[config.mk]
export PLATFORM = sky130hd
export DESIGN_NAME = multicycle_ctrl_flat
export DESIGN_NICKNAME = d
export VERILOG_FILES = /design/src/rtl/multicycle_ctrl_if.sv /design/src/rtl/multicycle_ctrl.sv /design/src/flat_wrapper.sv
export SDC_FILE = /design/constraint.sdc
export NUM_CORES = 1
export LEC_CHECK = 0
export BUFFER_PORTS_ARGS = -buffer_cell sky130_fd_sc_hd__buf_2
export CORE_ASPECT_RATIO = 1.2
export CORE_MARGIN = 4
export CORE_UTILIZATION = 51
export CTS_CLUSTER_DIAMETER = 40
export DETAILED_ROUTE_END_ITERATION = 7
export PLACE_DENSITY = 0.84
export REMOVE_ABC_BUFFERS = 1
export SETUP_SLACK_MARGIN = 0.1
export SYNTH_ARGS = -nofsm -noshare
export SYNTH_HDL_FRONTEND = slang
export SYNTH_SLANG_ARGS = --single-unit
[constraint.sdc]
create_clock -name i_clk -period 5.1 [get_ports i_clk]
set_input_delay 0.51 -clock i_clk [delete_from_list [all_inputs] [get_ports i_clk]]
set_output_delay 0.51 -clock i_clk [all_outputs]
set_load 0.02 [all_outputs]
[src/rtl/multicycle_ctrl_if.sv]
// Shared instruction/data memory port between the sequencer and the memory.
// Handshake: the master holds mem_req (and we/addr_sel) high until the slave
// raises mem_ready; the transfer completes in the cycle both are high.
interface multicycle_ctrl_if;
  logic mem_req;
  logic mem_we;
  logic mem_addr_sel;
  logic mem_ready;

  modport master (output mem_req, output mem_we, output mem_addr_sel, input mem_ready);
  modport slave  (input mem_req, input mem_we, input mem_addr_sel, output mem_ready);
endinterface

[src/rtl/multicycle_ctrl.sv]
// RV32I multi-cycle control sequencer: FETCH/DECODE/EXEC/MEM/WB with a sticky
// TRAP for unsupported opcodes and memory request timeouts.
module multicycle_ctrl #(
  parameter int MEM_TIMEOUT = 255
) (
  input  logic                     i_clk,
  input  logic                     i_rst_n,
  multicycle_ctrl_if.master        mem,
  input  logic [31:0]              i_instr,
  input  logic                     i_br_taken,
  output logic                     o_ir_we,
  output logic                     o_pc_we,
  output logic                     o_pc_sel,
  output logic [2:0]               o_imm_sel,
  output logic                     o_alu_src_b,
  output logic                     o_rf_we,
  output logic [1:0]               o_wb_sel,
  output logic                     o_illegal,
  output logic                     o_timeout,
  output logic [2:0]               o_state
);
  localparam int CW = $clog2(MEM_TIMEOUT + 1);
  localparam logic [CW-1:0] CNT_MAX = CW'(MEM_TIMEOUT);

  localparam logic [2:0] S_BOOT   = 3'd0;
  localparam logic [2:0] S_FETCH  = 3'd1;
  localparam logic [2:0] S_DECODE = 3'd2;
  localparam logic [2:0] S_EXEC   = 3'd3;
  localparam logic [2:0] S_MEM    = 3'd4;
  localparam logic [2:0] S_WB     = 3'd5;
  localparam logic [2:0] S_TRAP   = 3'd7;

  localparam logic [2:0] C_NONE   = 3'd0;
  localparam logic [2:0] C_R      = 3'd1;
  localparam logic [2:0] C_OPIMM  = 3'd2;
  localparam logic [2:0] C_LOAD   = 3'd3;
  localparam logic [2:0] C_STORE  = 3'd4;
  localparam logic [2:0] C_BRANCH = 3'd5;
  localparam logic [2:0] C_JAL    = 3'd6;

  logic [2:0]    state_q, state_d;
  logic [2:0]    cls_q, cls_d;
  logic [CW-1:0] cnt_q, cnt_d;
  logic          illegal_q, illegal_d;
  logic          timeout_q, timeout_d;
  logic          boot_done_q;
  logic [2:0]    dec_cls;
  logic          mem_req, mem_we, mem_addr_sel;
  logic          unused_instr_bits;

  assign unused_instr_bits = ^i_instr[31:7];

  function automatic logic [2:0] imm_of(input logic [2:0] cls);
    case (cls)
      C_OPIMM, C_LOAD: imm_of = 3'd1;
      C_STORE:         imm_of = 3'd2;
      C_BRANCH:        imm_of = 3'd3;
      C_JAL:           imm_of = 3'd4;
      default:         imm_of = 3'd0;
    endcase
  endfunction

  always_comb begin
    dec_cls = C_NONE;
    case (i_instr[6:0])
      7'b0110011: dec_cls = C_R;
      7'b0010011: dec_cls = C_OPIMM;
      7'b0000011: dec_cls = C_LOAD;
      7'b0100011: dec_cls = C_STORE;
      7'b1100011: dec_cls = C_BRANCH;
      7'b1101111: dec_cls = C_JAL;
      default:    dec_cls = C_NONE;
    endcase
  end

  always_comb begin
    state_d      = state_q;
    cls_d        = cls_q;
    cnt_d        = cnt_q;
    illegal_d    = illegal_q;
    timeout_d    = timeout_q;
    mem_req      = 1'b0;
    mem_we       = 1'b0;
    mem_addr_sel = 1'b0;
    o_ir_we      = 1'b0;
    o_pc_we      = 1'b0;
    o_pc_sel     = 1'b0;
    o_imm_sel    = 3'd0;
    o_alu_src_b  = 1'b0;
    o_rf_we      = 1'b0;
    o_wb_sel     = 2'd0;
    case (state_q)
      S_BOOT: begin
        cnt_d = '0;
        if (boot_done_q) state_d = S_FETCH;
      end
      S_FETCH: begin
        mem_req = 1'b1;
        if (mem.mem_ready) begin
          o_ir_we = 1'b1;
          state_d = S_DECODE;
        end else if (cnt_q == CNT_MAX) begin
          state_d   = S_TRAP;
          timeout_d = 1'b1;
        end else begin
          cnt_d = cnt_q + CW'(1);
        end
      end
      S_DECODE: begin
        o_imm_sel = imm_of(dec_cls);
        cls_d     = dec_cls;
        if (dec_cls == C_NONE) begin
          state_d   = S_TRAP;
          illegal_d = 1'b1;
        end else begin
          state_d = S_EXEC;
        end
      end
      S_EXEC: begin
        o_imm_sel   = imm_of(cls_q);
        o_alu_src_b = (cls_q != C_R);
        case (cls_q)
          C_BRANCH: begin
            o_pc_we  = 1'b1;
            o_pc_sel = i_br_taken;
            state_d  = S_FETCH;
            cnt_d    = '0;
          end
          C_LOAD, C_STORE: begin
            state_d = S_MEM;
            cnt_d   = '0;
          end
          default: state_d = S_WB;
        endcase
      end
      S_MEM: begin
        // Address operand stays selected while the memory may still be waiting.
        mem_req      = 1'b1;
        mem_addr_sel = 1'b1;
        mem_we       = (cls_q == C_STORE);
        o_imm_sel    = imm_of(cls_q);
        o_alu_src_b  = 1'b1;
        if (mem.mem_ready) begin
          if (cls_q == C_STORE) begin
            o_pc_we = 1'b1;
            state_d = S_FETCH;
            cnt_d   = '0;
          end else begin
            state_d = S_WB;
          end
        end else if (cnt_q == CNT_MAX) begin
          state_d   = S_TRAP;
          timeout_d = 1'b1;
        end else begin
          cnt_d = cnt_q + CW'(1);
        end
      end
      S_WB: begin
        o_rf_we     = 1'b1;
        o_pc_we     = 1'b1;
        o_imm_sel   = imm_of(cls_q);
        o_alu_src_b = (cls_q != C_R);
        o_pc_sel    = (cls_q == C_JAL);
        o_wb_sel    = (cls_q == C_LOAD) ? 2'd1 : (cls_q == C_JAL) ? 2'd2 : 2'd0;
        state_d     = S_FETCH;
        cnt_d       = '0;
      end
      S_TRAP: state_d = S_TRAP;
      default: state_d = S_TRAP;
    endcase
  end

  // boot_done_q delays leaving BOOT by one edge so release is seen synchronously.
  always_ff @(posedge i_clk or negedge i_rst_n) begin
    if (!i_rst_n) begin
      state_q     <= S_BOOT;
      cls_q       <= C_NONE;
      cnt_q       <= '0;
      illegal_q   <= 1'b0;
      timeout_q   <= 1'b0;
      boot_done_q <= 1'b0;
    end else begin
      state_q     <= state_d;
      cls_q       <= cls_d;
      cnt_q       <= cnt_d;
      illegal_q   <= illegal_d;
      timeout_q   <= timeout_d;
      boot_done_q <= 1'b1;
    end
  end

  assign mem.mem_req      = mem_req;
  assign mem.mem_we       = mem_we;
  assign mem.mem_addr_sel = mem_addr_sel;
  assign o_illegal        = illegal_q;
  assign o_timeout        = timeout_q;
  assign o_state          = state_q;
endmodule
[src/flat_wrapper.sv]
// flat-port wrapper written by rule: the top's interface ports become plain ports
module multicycle_ctrl_flat 
#(
  parameter int MEM_TIMEOUT = 255
)
  (i_clk, i_rst_n, i_instr, i_br_taken, o_ir_we, o_pc_we, o_pc_sel, o_imm_sel, o_alu_src_b, o_rf_we, o_wb_sel, o_illegal, o_timeout, o_state, mem_mem_req, mem_mem_we, mem_mem_addr_sel, mem_mem_ready);
  multicycle_ctrl_if mem_i ();
  input  logic i_clk;
  input  logic i_rst_n;
  input  logic [31:0] i_instr;
  input  logic i_br_taken;
  output logic o_ir_we;
  output logic o_pc_we;
  output logic o_pc_sel;
  output logic [2:0] o_imm_sel;
  output logic o_alu_src_b;
  output logic o_rf_we;
  output logic [1:0] o_wb_sel;
  output logic o_illegal;
  output logic o_timeout;
  output logic [2:0] o_state;
  output wire logic [$bits(mem_i.mem_req)-1:0] mem_mem_req;
  output wire logic [$bits(mem_i.mem_we)-1:0] mem_mem_we;
  output wire logic [$bits(mem_i.mem_addr_sel)-1:0] mem_mem_addr_sel;
  input wire logic [$bits(mem_i.mem_ready)-1:0] mem_mem_ready;
  assign mem_mem_req = mem_i.mem_req;
  assign mem_mem_we = mem_i.mem_we;
  assign mem_mem_addr_sel = mem_i.mem_addr_sel;
  assign mem_i.mem_ready = mem_mem_ready;
  multicycle_ctrl #(.MEM_TIMEOUT(MEM_TIMEOUT)) u_core (.i_clk(i_clk), .i_rst_n(i_rst_n), .mem(mem_i), .i_instr(i_instr), .i_br_taken(i_br_taken), .o_ir_we(o_ir_we), .o_pc_we(o_pc_we), .o_pc_sel(o_pc_sel), .o_imm_sel(o_imm_sel), .o_alu_src_b(o_alu_src_b), .o_rf_we(o_rf_we), .o_wb_sel(o_wb_sel), .o_illegal(o_illegal), .o_timeout(o_timeout), .o_state(o_state));
endmodule
After elaboration in Yosys (flattened, before gate mapping):

Cells that the tools add are included.
Widths: inputs -> output; s select.

* register bits: 17
* input bits: 36
* output and inout bits: 18
* logic and storage cells: 83

* add/subtract/negate cells: 1
* equal/unequal tests: 27
* multiplexer cells: 34
* bitwise gates (word level): 1
* reductions and logical operators: 14

Operator list (count)
* $mux 8: 5
* $pmux 3 s6: 2
* $pmux 8 s4: 1
* $eq 3x3->1 const B: 8
* $pmux 3 s4: 2
* $eq 3x2->1 const B: 6
* $mux 3: 6
* $eq 7x6->1 const B: 2
* $eq 7x7->1 const B: 2
* $pmux 3 s2: 2
* $reduce_or 2->1: 6
* $mux 1: 10
* $add 8x1->8 const B: 1
* $eq 8x8->1 const B: 1
* $eq 7x2->1 const B: 1
* $eq 7x5->1 const B: 1
* $logic_not 3->1: 2
* $mux 2: 3
* $reduce_or 3->1: 2
* $ne 2x2->1 const B: 2
* $pmux 1 s2: 2
* $reduce_and 4->1: 1
* $reduce_bool 4->1: 1
* $eq 3x1->1 const B: 1
* 7 further kinds: 7

Longest topological paths before layout:

Gate-level depths: netlist of run 1.

* depth in word-level cells: 6
* gate-level depth with buffers: 6
* depth with buffers taken out: 5

Worst setup path after synthesis of run 1:

No wires, ideal clock.

* kind: register -> output
* start point: register u_core.state_q[0] (netlist: u_core.o_state[0])
* end point: output o_imm_sel[0]
* arrival time: 1.816 ns
* required time: 4.590 ns
* slack: 2.774 ns
* cell stages (with the launch flop): 5
* buffers on the path: 1
* path through: dfrtp_1 clkbuf_1 or4_1 a2bb2oi_1 o21ai_0

* word-level cells in the longest chain between the ends: 3
* elaborated cells between the ends (all ways): 6
* those cells by class: 4 x eq/ne; 1 x mux; 1 x reduce/logical

RTL lines
* start, declared: line multicycle_ctrl.sv:41 `logic [2:0] state_q, state_d;`
* start signal, assigned: line multicycle_ctrl.sv:183 `state_q <= state_d;`
* $eq 3x2->1 / $eq 3x3->1 (equally long branches): line multicycle_ctrl.sv:92 `case (state_q)`
* $reduce_or 3->1 (no source line)
* $pmux 3 s2 (*): line multicycle_ctrl.sv:92
* end, declared: line flat_wrapper.sv:15 `output logic [2:0] o_imm_sel;`

Mark *: on every way between the ends. The rest lies on a longest branch, timed or not.

Worst setup path after layout of run 1:

* start point: register u_core.state_q[1] (netlist: u_core.o_state[1])
* end point: output o_imm_sel[2]

The elaborated chain is that of the path after synthesis.

==> results.rst, run 1 <==
.. list-table::
   :header-rows: 1

   * - Metric
     - Value
   * - Total non-filler cell area in the finished layout
     - 0.00145 mm2
   * - Number of enable flip-flop cells after synthesis
     - 0
   * - CTS tree
     - done
   * - Routability congestion estimate
     - 0.901
   * - Seq cells post-synth
     - 17
   * - Buffer levels on the longest clock path
     - 2
   * - Largest family of logic cells by synthesized area
     - compound AO/OA/AOI/OAI gates
   * - Sum Neg Setup Slack
     - 0 ns
   * - Antenna violations before repair
     - 0
   * - Number of sinks driven by the clock tree
     - 17
   * - Detail Placement HPWL
     - 2290 um
   * - Routed wirelength normalized by instance count
     - 14.6 um
   * - Detailed Route Iter0 Violations
     - 55
   * - H-tree depth reported by CTS
     - 1
   * - GRT Residual Overflow
     - 0
   * - Crit path DAT
     - 2.44 ns
   * - Main flop type after synthesis
     - dfrtp_1
   * - Total clock buffers created by CTS
     - 3
   * - Cell types occupying the most area after synthesis
     - dfrtp_1, a21oi_1, o21ai_0, nand2_1, and3_1
   * - Critical setup path kind
     - reg -> out
   * - Total number of vias
     - 1,288
   * - Classification of the worst-slack hold path
     - in -> async
   * - Hold-fix buffer count after cts
     - 0
   * - Clk network pwr share
     - 0.104
   * - Final hold vios
     - 0
   * - Min cycle time layout
     - 2.95 ns
   * - CP Data Required Time
     - 4.59 ns
   * - Pwr per Cell Area
     - 503 mW/mm2
   * - Slowest stage cell on the critical path
     - dfrtp_1
   * - Overall Global Routing Usage
     - 0.195
   * - Setup repair after global routing missed its margin
     - no
   * - Setup repair bufs after CTS
     - 0
   * - Cell breakdown of the critical path
     - nor2b_1 > nand2b_1 > or3_1 > o22ai_1 > buf_2
   * - Share of layout cells above drive strength 1
     - 0.208
   * - Crit-path max FO
     - 22
   * - Initial core utilization
     - 0.546
   * - IO Pins
     - 54
   * - Count of placed standard cells in the final layout, fillers left out
     - 209
   * - Proportion of register bits with asynchronous set or reset after synthesis
     - 1.00
   * - Synthesized area per cell
     - 8.29 um2
   * - Fraction of the mapped netlist area in simple logic gates
     - 0.284
   * - Pin count of the biggest net entering global routing
     - 25
   * - Clock-pin slew on the worst setup and hold paths
     - 0.10 ns
   * - Via count of the first global-routing pass
     - 1,196
   * - Post-DRT Antenna Nets
     - 0
   * - Synth Area in Compound Gates
     - 0.308
   * - Vert. Die Dim
     - 63.0 um
   * - Yosys warning count
     - 0
   * - Core Area
     - 0.00235 mm2
   * - Count of final max-slew check failures
     - 0
   * - Multiplexer area fraction after synthesis
     - 0.0156
   * - Startpoint types
     - flop
   * - Number of buffers inserted by port buffering
     - 28
   * - Net switching power
     - 371 uW
   * - CP peak stage delay
     - 0.77 ns
   * - Post-synthesis cell type with the largest combined area
     - dfrtp_1
   * - Endpoints failing setup
     - 0
   * - Number of fill cells in the layout
     - 210
   * - Area Overhead vs Synth
     - 12.6%
   * - Maxcap violations
     - 0
   * - DRC
     - 0
   * - Max frequency
     - 0.340 GHz
   * - Post-Place Cells
     - 205
   * - Worst hold margin
     - 0.113 ns
   * - Post-synthesis sequential area ratio
     - 0.331
   * - Core Rows
     - 19
   * - Area enclosed by the die boundary
     - 0.00339 mm2
   * - Highest ir drop seen on vdd
     - 0.000365 V
   * - Worst slew margin
     - 0.565
   * - Final period util
     - 0.577
   * - Sequential cell fraction of total power
     - 0.333
   * - Final antenna diode count
     - 0
   * - Worst clock skew
     - 0.00525 ns
   * - Number of distinct library cell variants in the gate-level netlist after synthesis
     - 47
   * - Post-cts sizing count
     - 0
   * - Internal power
     - 356 uW
   * - Lkg Pwr
     - 0.000655 uW
   * - Yosys top cell area share
     - 0.331
   * - Summed instance area of the synthesized netlist
     - 0.00128 mm2
   * - Root Buffer
     - clkbuf_4
   * - Part of the total power dissipated in combinational logic
     - 0.563
   * - Switching share of total power
     - 0.511
   * - Final layout net count
     - 216
   * - Synthesized-area fraction occupied by adder cells
     - 0.00974
   * - Per-cell via count in the routed design
     - 6.16
   * - Worst Setup End Kind
     - primary output
   * - WL final
     - 3060 um
   * - Global-route wire length before repair
     - 5020 um
   * - Transition time of the tightest slew-check pin
     - 0.653 ns
   * - Number of instances in the synthesized netlist
     - 155
   * - Length of the first detailed-routing pass in iterations
     - 4
   * - Result of the run
     - complete, no violations
   * - Area post-placement
     - 0.00142 mm2
   * - Synth Area in XOR/XNOR
     - 0
   * - Die X-Extent
     - 53.8 um
   * - Clock latency on the worst-skew pair
     - 0.30 ns
## synth_stat cells (3+ instances only)
| library cell | count |
|---|---|
| and3_1 | 7 |
| o21bai_1 | 3 |
| a21oi_1 | 11 |
| nor3_1 | 3 |
| nand2b_1 | 6 |
| a21o_1 | 4 |
| nor2_1 | 10 |
| nand3_1 | 3 |
| o21ai_0 | 10 |
| nand2_1 | 12 |
| dfrtp_1 | 17 |
| o31ai_1 | 3 |
| inv_1 | 5 |
| a41oi_1 | 4 |
| nand4_1 | 4 |
| nor2b_1 | 7 |
| clkbuf_1 | 5 |
| o22ai_1 | 4 |
## sequential cells by signal (all words and copies together) (netlist names)
register            cells
u_core.cnt_q            8
u_core.cls_q            3
u_core.o_state          3
u_core.boot_done_q      1
u_core.o_illegal        1
u_core.o_timeout        1
## kinds of logic (layout without fill, tap and decap cells)
kind of cell    Yosys count  in the layout
simple gates             64             64
compound gates           56             56
flops                    17             17
buf+inv                  14             37
mux                       2              2
fa+ha+maj                 1              1
other cells               1              1
## area by class of cell
type                            count  area [um2]  share of cell area
Clock buffer                        4        26.3              0.0182
Timing Repair Buffer               28         140              0.0969
Inverter                            5        18.8              0.0130
Tap cell                           31        38.8              0.0268
Multi-Input combinational cell    124         797               0.551
Sequential cell                    17         425               0.294
## routing by layer
layer  GRT usage  wire length [um]  vias up
met2       0.318              1510       45
met3      0.0453               197        5
met1       0.242              1300      605
li1            -                 -      633
met5           0                 0        -
met4      0.0703                46        0
## critical path: cells and delay by family, from the launching register on
family          cells  cell delay [ns]
flops               1             0.77
buf+inv             1             0.18
simple gates        3             1.07
compound gates      1             0.10
## placed cells by master (no fill, tap or decap), types with 2 or more instances in the layout
cell	n
o21bai_1	3
nand4_1	4
inv_1	5
a211o_1	2
a21oi_1	11
nand2b_1	6
o21ai_0	10
nor2b_1	7
dfrtp_1	17
a21o_1	4
and4bb_2	2
buf_2	28
nor3_1	3
mux2i_1	2
nand3b_1	2
a311oi_1	2
and3_1	7
o31ai_1	3
clkbuf_4	3
a2bb2oi_1	2
a41oi_1	4
o22ai_1	4
a211oi_1	2
nor2_1	10
o41ai_1	2
nand2_1	12
nand3_1	3
## power by group through the flow
stage	Clock (uW)	Sequential, uW	Combinational, uW
4_1_cts	77.3	240	410
2_1_floorplan	0	238	295
6_report	76.0	242	409
3_3_place_gp	0	240	398
5_1_grt	82.2	254	446
3_5_place_dp	0	243	409
## per-stage QoR
step	setup WS [ns]	utilization	total power, uW
6_report	2.15	0.615	727
3_5_place_dp	2.52	0.603	651
2_1_floorplan	2.63	-	532
5_1_grt	1.99	0.615	782
4_1_cts	2.18	0.615	727
3_3_place_gp	2.57	0.603	638
## worst paths after layout
path	from	endpoint	slack (ns)	depth (start not counted)
worst max-delay path	u_core.o_state[1]	o_imm_sel[2]	2.15	5
worst min-delay path	i_rst_n	u_core.o_state[0]	0.11	1
worst max register to register	u_core.o_state[0]	u_core.cnt_q[6]	3.03	4
worst min register to register	u_core.o_timeout	u_core.o_timeout	0.47	1
max in group asynchronous	i_rst_n	u_core.o_state[2]	4.70	1
min in group i_clk	u_core.o_timeout	u_core.o_timeout	0.47	1
Power figures use the tool's default switching activity.
==> run 2, diff against run 1 <==
- CORE_UTILIZATION: 51 -> 43
- PLACE_DENSITY: 0.84 -> 0.76
- clock period: 5.1 -> 2.62 ns (I/O delays scaled with it)
==> results.rst, run 2 (synthesized netlist as in run 1, its figures left out) <==
.. list-table::
   :header-rows: 1

   * - Metric
     - Value
   * - Result of the run
     - complete, no violations
   * - Crit-path max FO
     - 12 (-45%)
   * - Per-cell via count in the routed design
     - 6.11 (-0.90%)
   * - Sequential cell fraction of total power
     - 0.292 (-0.041)
   * - Endpoints failing setup
     - 0 (unchanged)
   * - CP bufs+invs
     - 1 (unchanged)
   * - Transition time of the tightest slew-check pin
     - 0.524 ns (-0.129 ns)
   * - CP Data Required Time
     - 2.36 ns (-2.23 ns)
   * - Critical setup path kind
     - reg -> out
   * - Family with the most delay on the worst path
     - simple AND/OR/NAND/NOR gates
   * - Worst slew margin
     - 0.649 (+0.0836)
   * - Via count of the first global-routing pass
     - 1,273 (+6.4%)
   * - Area Overhead vs Synth
     - 14.9%
   * - Setup repair after global routing missed its margin
     - no
   * - Pwr per Cell Area
     - 976 mW/mm2 (+94%)
   * - Total number of vias
     - 1,313 (+1.9%)
   * - Setup repair bufs after CTS
     - 0 (unchanged)
   * - Final antenna diode count
     - 0 (unchanged)
   * - Most common cell after layout, fill and taps aside
     - buf_2
   * - Clk network pwr share
     - 0.102 (-0.002)
   * - H-tree depth reported by CTS
     - 1 (unchanged)
   * - GRT Residual Overflow
     - 0 (unchanged)
   * - Detailed Route Iter0 Violations
     - 36 (-35%)
   * - Highest ir drop seen on vdd
     - 0.000574 V (+58%)
   * - Global-route wire length before repair
     - 5390 um (+7.4%)
   * - Most used cells in the layout excluding fill and tap cells
     - buf_2, dfrtp_1, nand2_1
   * - Clock-pin slew on the worst setup and hold paths
     - 0.10 ns (about the same)
   * - Cell breakdown of the critical path
     - nor2b_1 > nand2b_1 > or3_1 > o22ai_1 > buf_2
   * - Internal power
     - 710 uW (+99%)
   * - Core Area
     - 0.00284 mm2 (+21%)
   * - Initial core utilization
     - 0.453 (-0.0932)
   * - Register with the most flip-flops
     - u_core.cnt_q
   * - Startpoint types
     - flop
   * - Share of layout cells above drive strength 1
     - 0.221 (+0.0131)
   * - Routability congestion estimate
     - 0.885 (-1.8%)
   * - Core Rows
     - 21 (+2)
   * - Max frequency
     - 0.424 GHz
   * - CTS tree
     - done
   * - Net switching power
     - 732 uW (+97%)
   * - Routed wirelength normalized by instance count
     - 15.4 um (+4.9%)
   * - Antenna violations before repair
     - 0 (unchanged)
   * - Root Buffer
     - clkbuf_4
   * - Part of the total power dissipated in combinational logic
     - 0.606 (+0.043)
   * - Overall Global Routing Usage
     - 0.177 (-0.0185)
   * - Clock latency on the worst-skew pair
     - 0.30 ns (about the same)
   * - Lkg Pwr
     - 0.000671 uW (+2.5%)
   * - IO Pins
     - 54 (unchanged)
   * - Min cycle time layout
     - 2.36 ns
   * - Number of sinks driven by the clock tree
     - 17 (unchanged)
   * - Maxcap violations
     - 0 (unchanged)
   * - Number of fill cells in the layout
     - 294 (+40%)
   * - Pin count of the biggest net entering global routing
     - 22 (-12%)
   * - Vert. Die Dim
     - 67.9 um (+7.8%)
   * - Slowest stage cell on the critical path
     - dfrtp_1
   * - Number of flip-flops under the largest register name
     - 8 (unchanged)
   * - CP peak stage delay
     - 0.50 ns (-0.27 ns)
   * - DRC
     - 0 (unchanged)
   * - Count of final max-slew check failures
     - 0 (unchanged)
   * - Post-DRT Antenna Nets
     - 0 (unchanged)
   * - Detail Placement HPWL
     - 2500 um (+9.5%)
   * - Switching share of total power
     - 0.508 (-0.00283)
   * - WL final
     - 3300 um (+7.9%)
   * - Final period util
     - 0.900
   * - Total clock buffers created by CTS
     - 3 (unchanged)
   * - Number of buffers inserted by port buffering
     - 28 (unchanged)
   * - Worst clock skew
     - 0.000746 ns (-0.00451 ns)
   * - Final layout net count
     - 219 (+1.4%)
   * - Final hold vios
     - 0 (unchanged)
   * - Sum Neg Setup Slack
     - 0 ns (unchanged)
   * - Buffer levels on the longest clock path
     - 2 (unchanged)
   * - Worst Setup End Kind
     - primary output
   * - Length of the first detailed-routing pass in iterations
     - 4 (unchanged)
   * - Die X-Extent
     - 57.9 um (+7.6%)
   * - Area enclosed by the die boundary
     - 0.00393 mm2 (+16%)
   * - Classification of the worst-slack hold path
     - in -> reg
   * - Crit path DAT
     - 2.10 ns (-0.34 ns)
   * - Worst hold margin
     - 0.272 ns (+0.159 ns)
run 2: cell types whose count changed in the layout (fill, tap and decap cells not counted), sizes merged:
| cell | change |
|---|---|
| clkinv | +1 |
| dlygate4sd3 | +1 |
| clkbuf | -1 |
| buf | +2 |
run 2: repair_timing:
action                    CTS  global route
hold endpoints to repair   17             0
hold buffers                1             0
resized for setup           0             0
run 2: power groups by stage:
stage	Clock (uW)	Combinational, uW	Sequential, uW
final	147	874	421
after global routing	164	960	437
after CTS	151	877	417
after detailed placement	0	874	423
after global placement	0	856	421
after floorplan	0	574	463
run 2: path summary, 6_finish.rpt:
| check | cells after the start | slack [ns] | to | start |
|---|---|---|---|---|
| hold / removal | 3 | 0.27 | u_core.cls_q[0] | i_instr[1] |
| setup / recovery | 5 | 0.26 | o_imm_sel[2] | u_core.o_state[2] |
| setup reg to reg | 4 | 0.66 | u_core.cnt_q[4] | u_core.o_state[0] |
| max in group asynchronous | 2 | 1.94 | u_core.o_state[2] | i_rst_n |
| hold reg to reg | 1 | 0.46 | u_core.o_timeout | u_core.o_timeout |
| min in group asynchronous | 2 | 0.40 | u_core.cnt_q[2] | i_rst_n |
run 2: area by class of cell:
type	instances	area, um2	share of cell area
Clock buffer	3	22.5	0.0153
Clock inverter	1	5.00	0.00339
Inverter	5	18.8	0.0127
Multi-Input combinational cell	124	797	0.540
Sequential cell	17	425	0.288
Tap cell	34	42.5	0.0288
Timing Repair Buffer	31	165	0.112
run 2: tightest hold or removal path: cells and delay by family:
family / cells / cell delay, ns
and+or+nand+nor: 1 / 0.08
AOI/OAI and AO/OA: 1 / 0.09
buffers and inverters: 1 / 0.10
run 2: stage by stage:
stage	std cells	cell area [um2]	utilization	worst slack, ns	total power [uW]
after floorplan	146	1240	-	0.399	1040
after global placement	210	1440	0.507	0.623	1280
after detailed placement	210	1440	0.507	0.624	1300
after CTS	215	1480	0.520	0.271	1450
after global routing	215	1480	0.520	0.120	1560
final	215	1480	0.520	0.262	1440
run 2: per-layer routing:
layer,wire length (um),up-vias,track usage
li1,-,639,-
met1,1420,616,0.198
met2,1590,49,0.316
met3,193,9,0.0302
met4,95,0,0.0986
met5,0,-,0
